**src/rtl/vga_timing_pkg.sv**
```systemverilog
// Shared 640x480@60Hz timing constants, coordinate type and visibility helper
// for the raster timing generator and the colour generator.
package vga_timing_pkg;

  localparam int unsigned H_VIS  = 640;
  localparam int unsigned H_FP   = 16;
  localparam int unsigned H_SYNC = 96;
  localparam int unsigned H_BP   = 48;
  localparam int unsigned H_TOT  = H_VIS + H_FP + H_SYNC + H_BP;

  localparam int unsigned V_VIS  = 480;
  localparam int unsigned V_FP   = 10;
  localparam int unsigned V_SYNC = 2;
  localparam int unsigned V_BP   = 33;
  localparam int unsigned V_TOT  = V_VIS + V_FP + V_SYNC + V_BP;

  typedef logic [9:0] coord_t;

  function automatic logic is_visible(coord_t x, coord_t y,
                                      int unsigned h_vis = H_VIS,
                                      int unsigned v_vis = V_VIS);
    return (32'(x) < h_vis) && (32'(y) < v_vis);
  endfunction

endpackage

```
**src/rtl/vga_timing_gen_if.sv**
```systemverilog
// Raster timing bundle: driven by the timing generator, consumed by the
// colour generator and the VGA DAC pins.
interface vga_timing_gen_if;
  import vga_timing_pkg::*;

  logic   hsync;
  logic   vsync;
  logic   blank_n;
  logic   sync_n;
  logic   vga_clk;
  logic   pix_en;
  coord_t x;
  coord_t y;
  logic   frame_start;

  modport master (
    output hsync, vsync, blank_n, sync_n, vga_clk, pix_en, x, y, frame_start
  );

  modport slave (
    input hsync, vsync, blank_n, sync_n, vga_clk, pix_en, x, y, frame_start
  );

endinterface

```
**src/rtl/pixel_tick_gen.sv**
```systemverilog
// Divides the system clock by CLK_DIV into a one-clock pixel strobe and a
// registered 50% duty pixel clock for the DAC.
module pixel_tick_gen #(
  parameter int unsigned CLK_DIV = 2
) (
  input  logic clk,
  input  logic reset,
  output logic pix_en,
  output logic vga_clk
);

  localparam int unsigned CntW = (CLK_DIV > 2) ? $clog2(CLK_DIV) : 1;
  localparam logic [CntW-1:0] Last = CntW'(CLK_DIV - 1);
  localparam logic [CntW-1:0] Half = CntW'(CLK_DIV / 2);

  logic [CntW-1:0] div_q, div_d;
  logic            pix_en_q;
  logic            vga_clk_q;

  always_comb begin
    div_d = (div_q == Last) ? '0 : div_q + CntW'(1);
  end

  // Strobe and clock are decoded from the next count so they line up with div_q.
  always_ff @(posedge clk or posedge reset) begin
    if (reset) begin
      div_q     <= '0;
      pix_en_q  <= 1'b0;
      vga_clk_q <= 1'b0;
    end else begin
      div_q     <= div_d;
      pix_en_q  <= (div_d == Last);
      vga_clk_q <= (div_d >= Half);
    end
  end

  assign pix_en  = pix_en_q;
  assign vga_clk = vga_clk_q;

endmodule

```
**src/rtl/vga_timing_gen.sv**
```systemverilog
// VGA raster timing: pixel/line counters with registered sync, blank and
// frame-start decode, all aligned with the presented x/y.
module vga_timing_gen
  import vga_timing_pkg::*;
#(
  parameter int unsigned CLK_DIV = 2,
  parameter int unsigned H_VIS   = vga_timing_pkg::H_VIS,
  parameter int unsigned H_FP    = vga_timing_pkg::H_FP,
  parameter int unsigned H_SYNC  = vga_timing_pkg::H_SYNC,
  parameter int unsigned H_BP    = vga_timing_pkg::H_BP,
  parameter int unsigned V_VIS   = vga_timing_pkg::V_VIS,
  parameter int unsigned V_FP    = vga_timing_pkg::V_FP,
  parameter int unsigned V_SYNC  = vga_timing_pkg::V_SYNC,
  parameter int unsigned V_BP    = vga_timing_pkg::V_BP
) (
  input  logic              clk,
  input  logic              reset,
  vga_timing_gen_if.master  vga
);

  localparam int unsigned HTot = H_VIS + H_FP + H_SYNC + H_BP;
  localparam int unsigned VTot = V_VIS + V_FP + V_SYNC + V_BP;

  localparam coord_t HLast   = coord_t'(HTot - 1);
  localparam coord_t VLast   = coord_t'(VTot - 1);
  localparam coord_t HsStart = coord_t'(H_VIS + H_FP);
  localparam coord_t HsEnd   = coord_t'(H_VIS + H_FP + H_SYNC);
  localparam coord_t VsStart = coord_t'(V_VIS + V_FP);
  localparam coord_t VsEnd   = coord_t'(V_VIS + V_FP + V_SYNC);

  logic   pix_en;
  logic   vga_clk;
  coord_t x_q, x_d;
  coord_t y_q, y_d;
  logic   frame_start_q, frame_start_d;
  logic   hsync_q, vsync_q, blank_n_q;

  pixel_tick_gen #(
    .CLK_DIV(CLK_DIV)
  ) u_tick (
    .clk    (clk),
    .reset  (reset),
    .pix_en (pix_en),
    .vga_clk(vga_clk)
  );

  always_comb begin
    x_d           = x_q;
    y_d           = y_q;
    frame_start_d = 1'b0;
    if (pix_en) begin
      if (x_q == HLast) begin
        x_d = '0;
        if (y_q == VLast) begin
          y_d           = '0;
          frame_start_d = 1'b1;
        end else begin
          y_d = y_q + coord_t'(1);
        end
      end else begin
        x_d = x_q + coord_t'(1);
      end
    end
  end

  // Decode from next-state so sync/blank never lag the counters.
  always_ff @(posedge clk or posedge reset) begin
    if (reset) begin
      x_q           <= '0;
      y_q           <= '0;
      frame_start_q <= 1'b0;
      hsync_q       <= 1'b1;
      vsync_q       <= 1'b1;
      blank_n_q     <= 1'b0;
    end else begin
      x_q           <= x_d;
      y_q           <= y_d;
      frame_start_q <= frame_start_d;
      hsync_q       <= !((x_d >= HsStart) && (x_d < HsEnd));
      vsync_q       <= !((y_d >= VsStart) && (y_d < VsEnd));
      blank_n_q     <= is_visible(x_d, y_d, H_VIS, V_VIS);
    end
  end

  assign vga.x           = x_q;
  assign vga.y           = y_q;
  assign vga.frame_start = frame_start_q;
  assign vga.hsync       = hsync_q;
  assign vga.vsync       = vsync_q;
  assign vga.blank_n     = blank_n_q;
  assign vga.sync_n      = 1'b0;
  assign vga.pix_en      = pix_en;
  assign vga.vga_clk     = vga_clk;

endmodule

```
**src/flat_wrapper.sv**
```systemverilog
// flat-port wrapper written by rule: the top's interface ports become plain ports
module vga_timing_gen_flat import vga_timing_pkg::*;
#(
  parameter int unsigned CLK_DIV = 2,
  parameter int unsigned H_VIS   = vga_timing_pkg::H_VIS,
  parameter int unsigned H_FP    = vga_timing_pkg::H_FP,
  parameter int unsigned H_SYNC  = vga_timing_pkg::H_SYNC,
  parameter int unsigned H_BP    = vga_timing_pkg::H_BP,
  parameter int unsigned V_VIS   = vga_timing_pkg::V_VIS,
  parameter int unsigned V_FP    = vga_timing_pkg::V_FP,
  parameter int unsigned V_SYNC  = vga_timing_pkg::V_SYNC,
  parameter int unsigned V_BP    = vga_timing_pkg::V_BP
)
  (clk, reset, vga_hsync, vga_vsync, vga_blank_n, vga_sync_n, vga_vga_clk, vga_pix_en, vga_x, vga_y, vga_frame_start);
  vga_timing_gen_if vga_i ();
  input  logic clk;
  input  logic reset;
  output wire logic [$bits(vga_i.hsync)-1:0] vga_hsync;
  output wire logic [$bits(vga_i.vsync)-1:0] vga_vsync;
  output wire logic [$bits(vga_i.blank_n)-1:0] vga_blank_n;
  output wire logic [$bits(vga_i.sync_n)-1:0] vga_sync_n;
  output wire logic [$bits(vga_i.vga_clk)-1:0] vga_vga_clk;
  output wire logic [$bits(vga_i.pix_en)-1:0] vga_pix_en;
  output wire logic [$bits(vga_i.x)-1:0] vga_x;
  output wire logic [$bits(vga_i.y)-1:0] vga_y;
  output wire logic [$bits(vga_i.frame_start)-1:0] vga_frame_start;
  assign vga_hsync = vga_i.hsync;
  assign vga_vsync = vga_i.vsync;
  assign vga_blank_n = vga_i.blank_n;
  assign vga_sync_n = vga_i.sync_n;
  assign vga_vga_clk = vga_i.vga_clk;
  assign vga_pix_en = vga_i.pix_en;
  assign vga_x = vga_i.x;
  assign vga_y = vga_i.y;
  assign vga_frame_start = vga_i.frame_start;
  vga_timing_gen #(.CLK_DIV(CLK_DIV), .H_VIS(H_VIS), .H_FP(H_FP), .H_SYNC(H_SYNC), .H_BP(H_BP), .V_VIS(V_VIS), .V_FP(V_FP), .V_SYNC(V_SYNC), .V_BP(V_BP)) u_core (.clk(clk), .reset(reset), .vga(vga_i));
endmodule
```
**config.mk**
```make
export PLATFORM = sky130hd
export DESIGN_NAME = vga_timing_gen_flat
export DESIGN_NICKNAME = d
export VERILOG_FILES = /design/src/rtl/vga_timing_pkg.sv /design/src/rtl/vga_timing_gen_if.sv /design/src/rtl/pixel_tick_gen.sv /design/src/rtl/vga_timing_gen.sv /design/src/flat_wrapper.sv
export SDC_FILE = /design/constraint.sdc
export NUM_CORES = 1
export LEC_CHECK = 0
export ABC_AREA = 1
export CAP_MARGIN = 15
export CORE_MARGIN = 2
export CORE_UTILIZATION = 50
export DETAILED_ROUTE_END_ITERATION = 8
export DONT_BUFFER_PORTS = 1
export PLACE_DENSITY = 0.66
export SYNTH_ARGS = -nofsm -noshare
export SYNTH_HDL_FRONTEND = slang
export SYNTH_SLANG_ARGS = --single-unit
```
**constraint.sdc**
```tcl
create_clock -name clk -period 3.5 [get_ports clk]
set_input_delay 0.525 -clock clk [delete_from_list [all_inputs] [get_ports clk]]
set_output_delay 0.525 -clock clk [all_outputs]
set_load 0.03 [all_outputs]
```
==> run metrics, run 1 <==
Leak approximately 0.83 nW; final critical-path required period about 2.3 ns; Clk pin slew, worst setup/hold paths around 0.13 ns; gate count of the mapped netlist approximately 200; top cells by area, synth dfrtp_1 38%, nand2_1 14%, inv_1 9.3%, nand3_1 5.6%, nand4_1 4.1%; sequential-to-total area share from yosys stat 0.411; IO Pins 29; CTS buffer count 3; slowest cell delay on critical path 0.57 ns; DRC viols 0; fmax 0.429 GHz; initial core utilization 0.513; Final Hold Fails 0; TritonCTS Sinks 25; #FFs+latches synth 25; Slowest cell on crit path dfrtp_1; Mapped Area 1530 µm²; fin worst setup slack around 1.2 ns; status finished clean; post-CTS sizing 0; antenna viol nets, final 0; Slew Viols, Final 0; Multi-input gate area between 700 and 800 µm²; Cell Pwr Density ~270 nW/µm²; CP top delay family simple AND/OR/NAND/NOR gates; gr usage total 0.210; most frequent CP cell nand2_1; WS Path Type flop to flop; Die Area around 3500 µm²; most common cell after layout, fill and taps aside nand2_1; reg2reg end u_core.vga.vsync; Bufs and invs on worst path 2; critical path required time roughly 3.8 ns; fin crit share 0.666; Worst-Skew Late Latency 0.32 ns; maximum fanout along the worst path 12; initial DRC count 62; post-synth top area cell dfrtp_1; CORE AREA 2980 µm²; gpl congestion slightly above 0.8; first-pass GRT wire length 5610 µm; r2r setup slk 1.17 ns; Register-to-Register Path Depth 10; Die X just under 60 µm; syn_area_per_cell between 7 and 8 µm²; WHS approximately 0.29 ns; Filler cells 290; synth unique cells 29; YS warnings 0; n_diodes 0; Hold Path Class input pin to asynchronous set/reset pin; Crit. End Element flop; CP arrival approximately 2.6 ns; area growth from synthesis to layout 2.87%; CTS H-tree lvls 1; slew of the pin with the lowest slew margin approximately 0.96 ns; largest net degree at the start of global routing 26; most frequent cells in the layout 58 x nand2_1, 38 x inv_1, 23 x dfrtp_1, 17 x nand3_1, 15 x nor2_1; CTS tree yes; critical path, cell by cell buf_4 > nand3_2 > nor3_4 > nand2_1 > inv_1 > nor2_1 > nand2_1 > nand2_1 > nor2_1 > nand4_1; Detail Placement HPWL about 2500 µm; Die H 59.3 µm; layout cells sized above 1 0.140; Final Skew approximately 0.0029 ns; synthesized net count between 200 and 250; DR vias between 1000 and 1500; Setup Slack @ Placement between 1 and 1.5 ns; clk buf depth 2; maximum vdd drop 0.217 mV; Setup Fix Bufs, Post-CTS 0; # Max-Cap Violations 0; Worst R2R Start u_core.u_tick.pix_en; Detailed Routing Iterations Pass 1 4; count of input and output buffers 0; CTS Hold Buffers Added 0; vias in the first global route 1313; Congestion Overflow GR 0; Yosys top cell area share 0.377; RSZ-0062 raised after global routing no; Worst slew margin 0.361; Final Setup Violations 0; average wire per standard cell between 10 and 15 µm; startpoint types flop; initial antenna violation count 0; clk root buf clkbuf_4; nets around 210; setup tns final 0 ns; num rows 20; WL final between 3000 and 4000 µm; register area between 600 and 700 µm²; DR vias/cell between 5 and 6
flip-flops by register name (all words and copies together) (netlist names):
signal                  flops
u_core.u_tick.pix_en        1
u_core.vga.x               10
u_core.vga.hsync            1
u_core.vga.vsync            1
u_core.vga.frame_start      1
u_core.vga.blank_n          1
u_core.vga.y               10
cells by family after synthesis:
logic type / share of synthesized area
compound gates: 0.0516
fa+ha+maj: 0.0246
buf+inv: 0.119
flops: 0.411
other cells: 0.00245
simple gates: 0.391
cell type report:
class / instances / share of cell area
inverter: 40 / 0.0955
tap: 33 / 0.0263
clock buffer: 4 / 0.0167
sequential: 25 / 0.400
multi-input combinational: 137 / 0.457
timing repair buffer: 1 / 0.00478
Yosys cell counts (all sizes together):
library cell and instances:
a21oi 1, a31oi 1, buf 4, conb 1, dfrtp 23, dfstp 2, ha 3, inv 40
nand2 65, nand3 20, nand4 10, nor2 21, nor3 3, o21ai 9, o21bai 2, or2 1
metrics by stage:
step	instance area, µm²	total power [W]	utilization	cells
2_1_floorplan	1530	0.000301	-	206
3_3_place_gp	1550	0.000301	0.519	236
3_5_place_dp	1550	0.000302	0.519	236
4_1_cts	1570	0.000429	0.528	240
5_1_grt	1570	0.000442	0.528	240
6_report	1570	0.000425	0.528	240
worst max-delay path by stage:
stage | endpoint | depth (start not counted) | startpoint
6_report | u_core.vga.vsync | 10 | u_core.u_tick.pix_en
3_3_place_gp | u_core.vga.vsync | 10 | u_core.vga.x[1]
3_5_place_dp | u_core.vga.vsync | 10 | u_core.u_tick.pix_en
4_1_cts | u_core.vga.vsync | 10 | u_core.u_tick.pix_en
2_1_floorplan | u_core.vga.blank_n | 11 | u_core.vga.x[1]
5_1_grt | u_core.vga.vsync | 10 | u_core.u_tick.pix_en
layer usage:
layer / track usage / wire length [µm] / share of wire
met4: 0.0909 / 74 / 0.022
met3: 0.0393 / 144 / 0.044
met5: 0 / 0 / 0
met1: 0.245 / 1370 / 0.42
met2: 0.370 / 1700 / 0.52
power breakdown:
part            internal, W   total (W)  switching [W]
Sequential         0.000289    0.000289              0
Combinational  0.0000000776  0.00000695     0.00000687
Clock             0.0000447    0.000129      0.0000845
Power figures use the tool's default switching activity.
==> run 2: changes to the inputs <==
PLACE_DENSITY = 0.69   (was 0.66)
clock period = 2 ns   (was 3.5 ns; I/O delays follow)
==> run 2 against run 1 <==
Sequential cell count unchanged. Via count up 4.8%. Non-clock buffer count up 19. Worst hold slack better by 0.20 ns. Critical path type unchanged. Critical endpoint unchanged. Largest power group unchanged.
==> run metrics, run 2 (synthesis gave the netlist of run 1 again) <==
status finished clean; slowest cell delay on critical path roughly 0.40 ns; Final Hold Fails 0; IO Pins 29; largest net degree at the start of global routing 17; Congestion Overflow GR 0; maximum fanout along the worst path 9; clk buf depth 2; Worst R2R Start u_core.vga.x[0]; area growth from synthesis to layout 12.4%; Hold Path Class input pin to asynchronous set/reset pin; Cell Area, Placed around 1700 µm²; Slew Viols, Final 0; Register-to-Register Path Depth 9; Setup Slack @ Placement 0.212 ns; critical path, cell by cell ha_1 > nand3_2 > nor3_4 > buf_4 > nand3_2 > o21ai_2 > nand2_1 > nor2_1 > nand4_1; Clk pwr share 0.299; fin crit share 0.908; CTS tree yes; initial DRC count between 40 and 50; Slowest cell on crit path nor3_4; WS Path Type flop to flop; n_diodes 0; Bufs and invs on worst path 1; Die X ~60 µm; TritonCTS Sinks 25; sequential power share 0.680; CTS H-tree lvls 1; Design Area, Final roughly 1700 µm²; antenna viol nets, final 0; Leak 0.932 nW; most frequent cells in the layout 58 x nand2_1, 38 x inv_1, 23 x dfrtp_1, 19 x buf_4, 17 x nand3_1; critical path required time 2.25 ns; setup tns final 0 ns; num rows 20; startpoint types flop; switching power 0.000158 W; gr usage total 0.211; WL final 3330 µm; average wire per standard cell around 13 µm; DR vias/cell ~5.3; CTS buffer count 3; DR vias between 1000 and 1500; Internal around 0.00059 W; clk root buf clkbuf_4; Filler cells approximately 280; Clk pin slew, worst setup/hold paths between 0.1 and 0.15 ns; post-CTS sizing 0; Detail Placement HPWL 2690 µm; DRC viols 0; Final Skew between 0.006 and 0.007 ns; initial antenna violation count 0; Sw Share 0.212; most common cell after layout, fill and taps aside nand2_1; Crit. End Element flop; count of input and output buffers 0; Worst slew margin 0.570; layout cells sized above 1 0.208; slew of the pin with the lowest slew margin 0.644 ns; r2r setup slk 0.18 ns; fmax between 0.5 and 0.6 GHz; Cell Pwr Density roughly 430 nW/µm²; initial core utilization 0.513; Final Setup Violations 0; maximum vdd drop between 0.15 and 0.2 mV; CP arrival a little over 2 ns; final critical-path required period 1.82 ns; most frequent CP cell nand3_2; # Max-Cap Violations 0; Worst-Skew Late Latency approximately 0.31 ns; Detailed Routing Iterations Pass 1 4; share of total power in combinational logic 0.021; fin worst setup slack between 0.15 and 0.2 ns; RSZ-0062 raised after global routing no; Die Area approximately 3500 µm²; gpl congestion 0.906; Die H 59.3 µm; nets 232; CP top delay family simple AND/OR/NAND/NOR gates; reg2reg end u_core.vga.vsync; first-pass GRT wire length roughly 5600 µm; vias in the first global route around 1300; CORE AREA about 3000 µm²
run 2: changes by cell type in the layout (fill, tap and decap cells not counted), sizes merged:
cell	before	now
dlygate4sd3	0	1
buf	1	19
run 2: routing by layer:
| layer | GRT usage | wire (µm) | share of wire | vias to the layer above |
|---|---|---|---|---|
| met3 | 0.0590 | 243 | 0.073 | 10 |
| met1 | 0.247 | 1400 | 0.42 | 639 |
| met2 | 0.344 | 1570 | 0.47 | 43 |
| li1 | - | - | - | 679 |
| met4 | 0.123 | 111 | 0.033 | 0 |
| met5 | 0 | 0 | 0 | - |
run 2: worst max path at each step:
stage                          from                 end  depth (start not counted)
finish              u_core.vga.x[0]    u_core.vga.vsync                          9
global route        u_core.vga.y[1]  u_core.vga.blank_n                         12
CTS                 u_core.vga.x[1]    u_core.vga.vsync                          9
detailed placement  u_core.vga.x[1]    u_core.vga.vsync                          9
global placement    u_core.vga.y[1]  u_core.vga.blank_n                         12
floorplan           u_core.vga.x[1]  u_core.vga.blank_n                         11
run 2: stage by stage:
step / hold slack [ns] / utilization / instances / power, W
2_1_floorplan: 0.326 / - / 206 / 0.000527
3_3_place_gp: 0.315 / 0.564 / 254 / 0.000530
3_5_place_dp: 0.309 / 0.564 / 254 / 0.000530
4_1_cts: 0.501 / 0.576 / 259 / 0.000757
5_1_grt: 0.532 / 0.576 / 259 / 0.000777
6_report: 0.490 / 0.576 / 259 / 0.000744
run 2: cell type report:
type | instances | area [µm²] | area share
timing repair buffer | 20 | 153 | 0.0889
multi-input combinational | 137 | 718 | 0.418
clock buffer | 4 | 26.3 | 0.0153
sequential | 25 | 628 | 0.366
tap | 33 | 41.3 | 0.0241
inverter | 40 | 150 | 0.0875
run 2: what timing repair did:
item | in CTS | in global routing
hold endpoints to repair | 13 | 0
buffers inserted | 0 | 0
hold buffers | 1 | 0
run 2: power groups by stage:
stage | combinational (W) | clock, W | sequential, W
6_report | 0.0000158 | 0.000223 | 0.000506
5_1_grt | 0.0000182 | 0.000253 | 0.000506
4_1_cts | 0.0000164 | 0.000235 | 0.000506
3_5_place_dp | 0.0000151 | 0 | 0.000515
3_3_place_gp | 0.0000150 | 0 | 0.000515
2_1_floorplan | 0.0000114 | 0 | 0.000515
==> run 3: changes to the inputs <==
RECOVER_POWER = 25   (was not set)
==> run 3 against run 2 <==
Sequential power about the same. Utilization fell by 0.13 points. Register-to-register slack hardly changed. Largest cell class unchanged.
==> run metrics, run 3 (synthesis gave the netlist of run 1 again) <==
status finished clean; Setup Fix Bufs, Post-CTS 0; Leak 0.929 nW; Die Area approximately 3500 µm²; DR top layer met4; met2 WL 1550 µm; most frequent cells in the layout 58 x nand2_1, 38 x inv_1, 23 x dfrtp_1, 18 x buf_4, 17 x nand3_1; maximum vdd drop ~0.19 mV; # Max-Cap Violations 0; TritonCTS Sinks 25; fmax approximately 0.55 GHz; initial core utilization 0.513; largest net degree at the start of global routing 17; nets between 200 and 250; gpl congestion between 0.9 and 1; Slew Viols, Final 0; first-pass GRT wire length between 5000 and 6000 µm; clk root buf clkbuf_4; Die X 59.3 µm; DR vias/cell approximately 5.3; Die H a little under 60 µm; IO Pins 29; initial antenna violation count 0; CP top delay family simple AND/OR/NAND/NOR gates; CTS buffer count 3; vias in the first global route between 1000 and 1500; Bufs and invs on worst path 1; Worst-Skew Late Latency about 0.31 ns; most common cell after layout, fill and taps aside nand2_1; wire length on met3 between 200 and 250 µm; Slowest cell on crit path nor3_4; DR vias 1368; fin worst setup slack approximately 0.19 ns; Crit. End Element flop; Clk pin slew, worst setup/hold paths ~0.13 ns; CORE AREA ~3000 µm²; final critical-path required period ~1.8 ns; CTS tree yes; Hold Path Class input pin to asynchronous set/reset pin; Final Hold Fails 0; initial DRC count 42; RSZ-0062 raised after global routing no; Detail Placement HPWL roughly 2700 µm; area growth from synthesis to layout 12.1%; slew of the pin with the lowest slew margin 0.644 ns; Detailed Routing Iterations Pass 1 5; Final Skew 0.00611 ns; slowest cell delay on critical path about 0.4 ns; layout cells sized above 1 0.204; average wire per standard cell 12.9 µm; Cell Pwr Density roughly 430 nW/µm²; critical path required time 2.25 ns; antenna viol nets, final 0; WS Path Type flop to flop; gr usage total 0.211; fin crit share 0.907; CTS H-tree lvls 1; Worst slew margin 0.570; Final Setup Violations 0; maximum fanout along the worst path 9; most frequent CP cell nand3_2; Post-Route M1 WL around 1400 µm; DRC viols 0; setup tns final 0 ns; Setup Slack @ Placement around 0.21 ns; count of input and output buffers 0; num rows 20; critical path, cell by cell ha_1 > nand3_2 > nor3_4 > buf_4 > nand3_2 > o21ai_2 > nand2_1 > nor2_1 > nand4_1; n_diodes 0; startpoint types flop; Congestion Overflow GR 0; Overall Power roughly 0.00074 W; clk buf depth 2; CP arrival approximately 2 ns; WL final around 3300 µm
run 3: cell types whose count changed in the layout (fill, tap and decap cells not counted), sizes merged:
cell	change
clkbuf	+1
buf	-1
run 3: through the flow:
step / std cells / util / cell area (µm²) / hold slack, ns
finish: 259 / 0.575 / 1710 / 0.491
global route: 259 / 0.575 / 1710 / 0.531
CTS: 259 / 0.576 / 1720 / 0.501
detailed placement: 254 / 0.564 / 1680 / 0.309
global placement: 254 / 0.564 / 1680 / 0.315
floorplan: 206 / - / 1530 / 0.326
run 3: routing by layer:
| layer | track usage | vias up |
|---|---|---|
| met2 | 0.344 | 42 |
| li1 | - | 680 |
| met1 | 0.247 | 636 |
| met4 | 0.123 | 0 |
| met3 | 0.0590 | 10 |
| met5 | 0 | - |
run 3: report_power, final:
group | switching [W] | leakage [nW] | internal, W
Clock | 0.000145 | 0.0150 | 0.0000778
Sequential | 0 | 0.323 | 0.000506
Combinational | 0.0000131 | 0.591 | 0.00000182
Total | 0.000158 | 0.929 | 0.000585
run 3: worst reg2reg max path: cells and delay by family, from the launching register on:
kind                       cells  cell delay (ns)
DFF                            1             0.39
AOI/OAI and AO/OA              1             0.07
and+or+nand+nor                6             0.87
buffers and inverters          1             0.21
adders and majority gates      1             0.22
run 3: layout make-up:
| cell class | count | area, µm² |
|---|---|---|
| multi-input combinational | 137 | 718 |
| timing repair buffer | 20 | 149 |
| inverter | 40 | 150 |
| tap | 33 | 41.3 |
| clock buffer | 4 | 26.3 |
| fill | 284 | 1260 |
| sequential | 25 | 628 |
run 3: path summary, 6_finish.rpt:
check | from | to | slack (ns) | depth (start not counted)
setup / recovery | u_core.vga.x[0] | u_core.vga.vsync | 0.19 | 9
hold / removal | reset | u_core.vga.blank_n | 0.49 | 2
setup reg to reg | u_core.vga.x[0] | u_core.vga.vsync | 0.19 | 9
hold reg to reg | u_core.vga.y[1] | u_core.vga.y[1] | 0.64 | 2
max in group asynchronous | reset | u_core.vga.frame_start | 0.59 | 3
min in group clk | u_core.vga.y[1] | u_core.vga.y[1] | 0.64 | 2
run 3: what timing repair did:
action / CTS / global route
gates resized for setup: 0 / 0
hold buffers: 1 / 0
hold endpoints to repair: 13 / 0
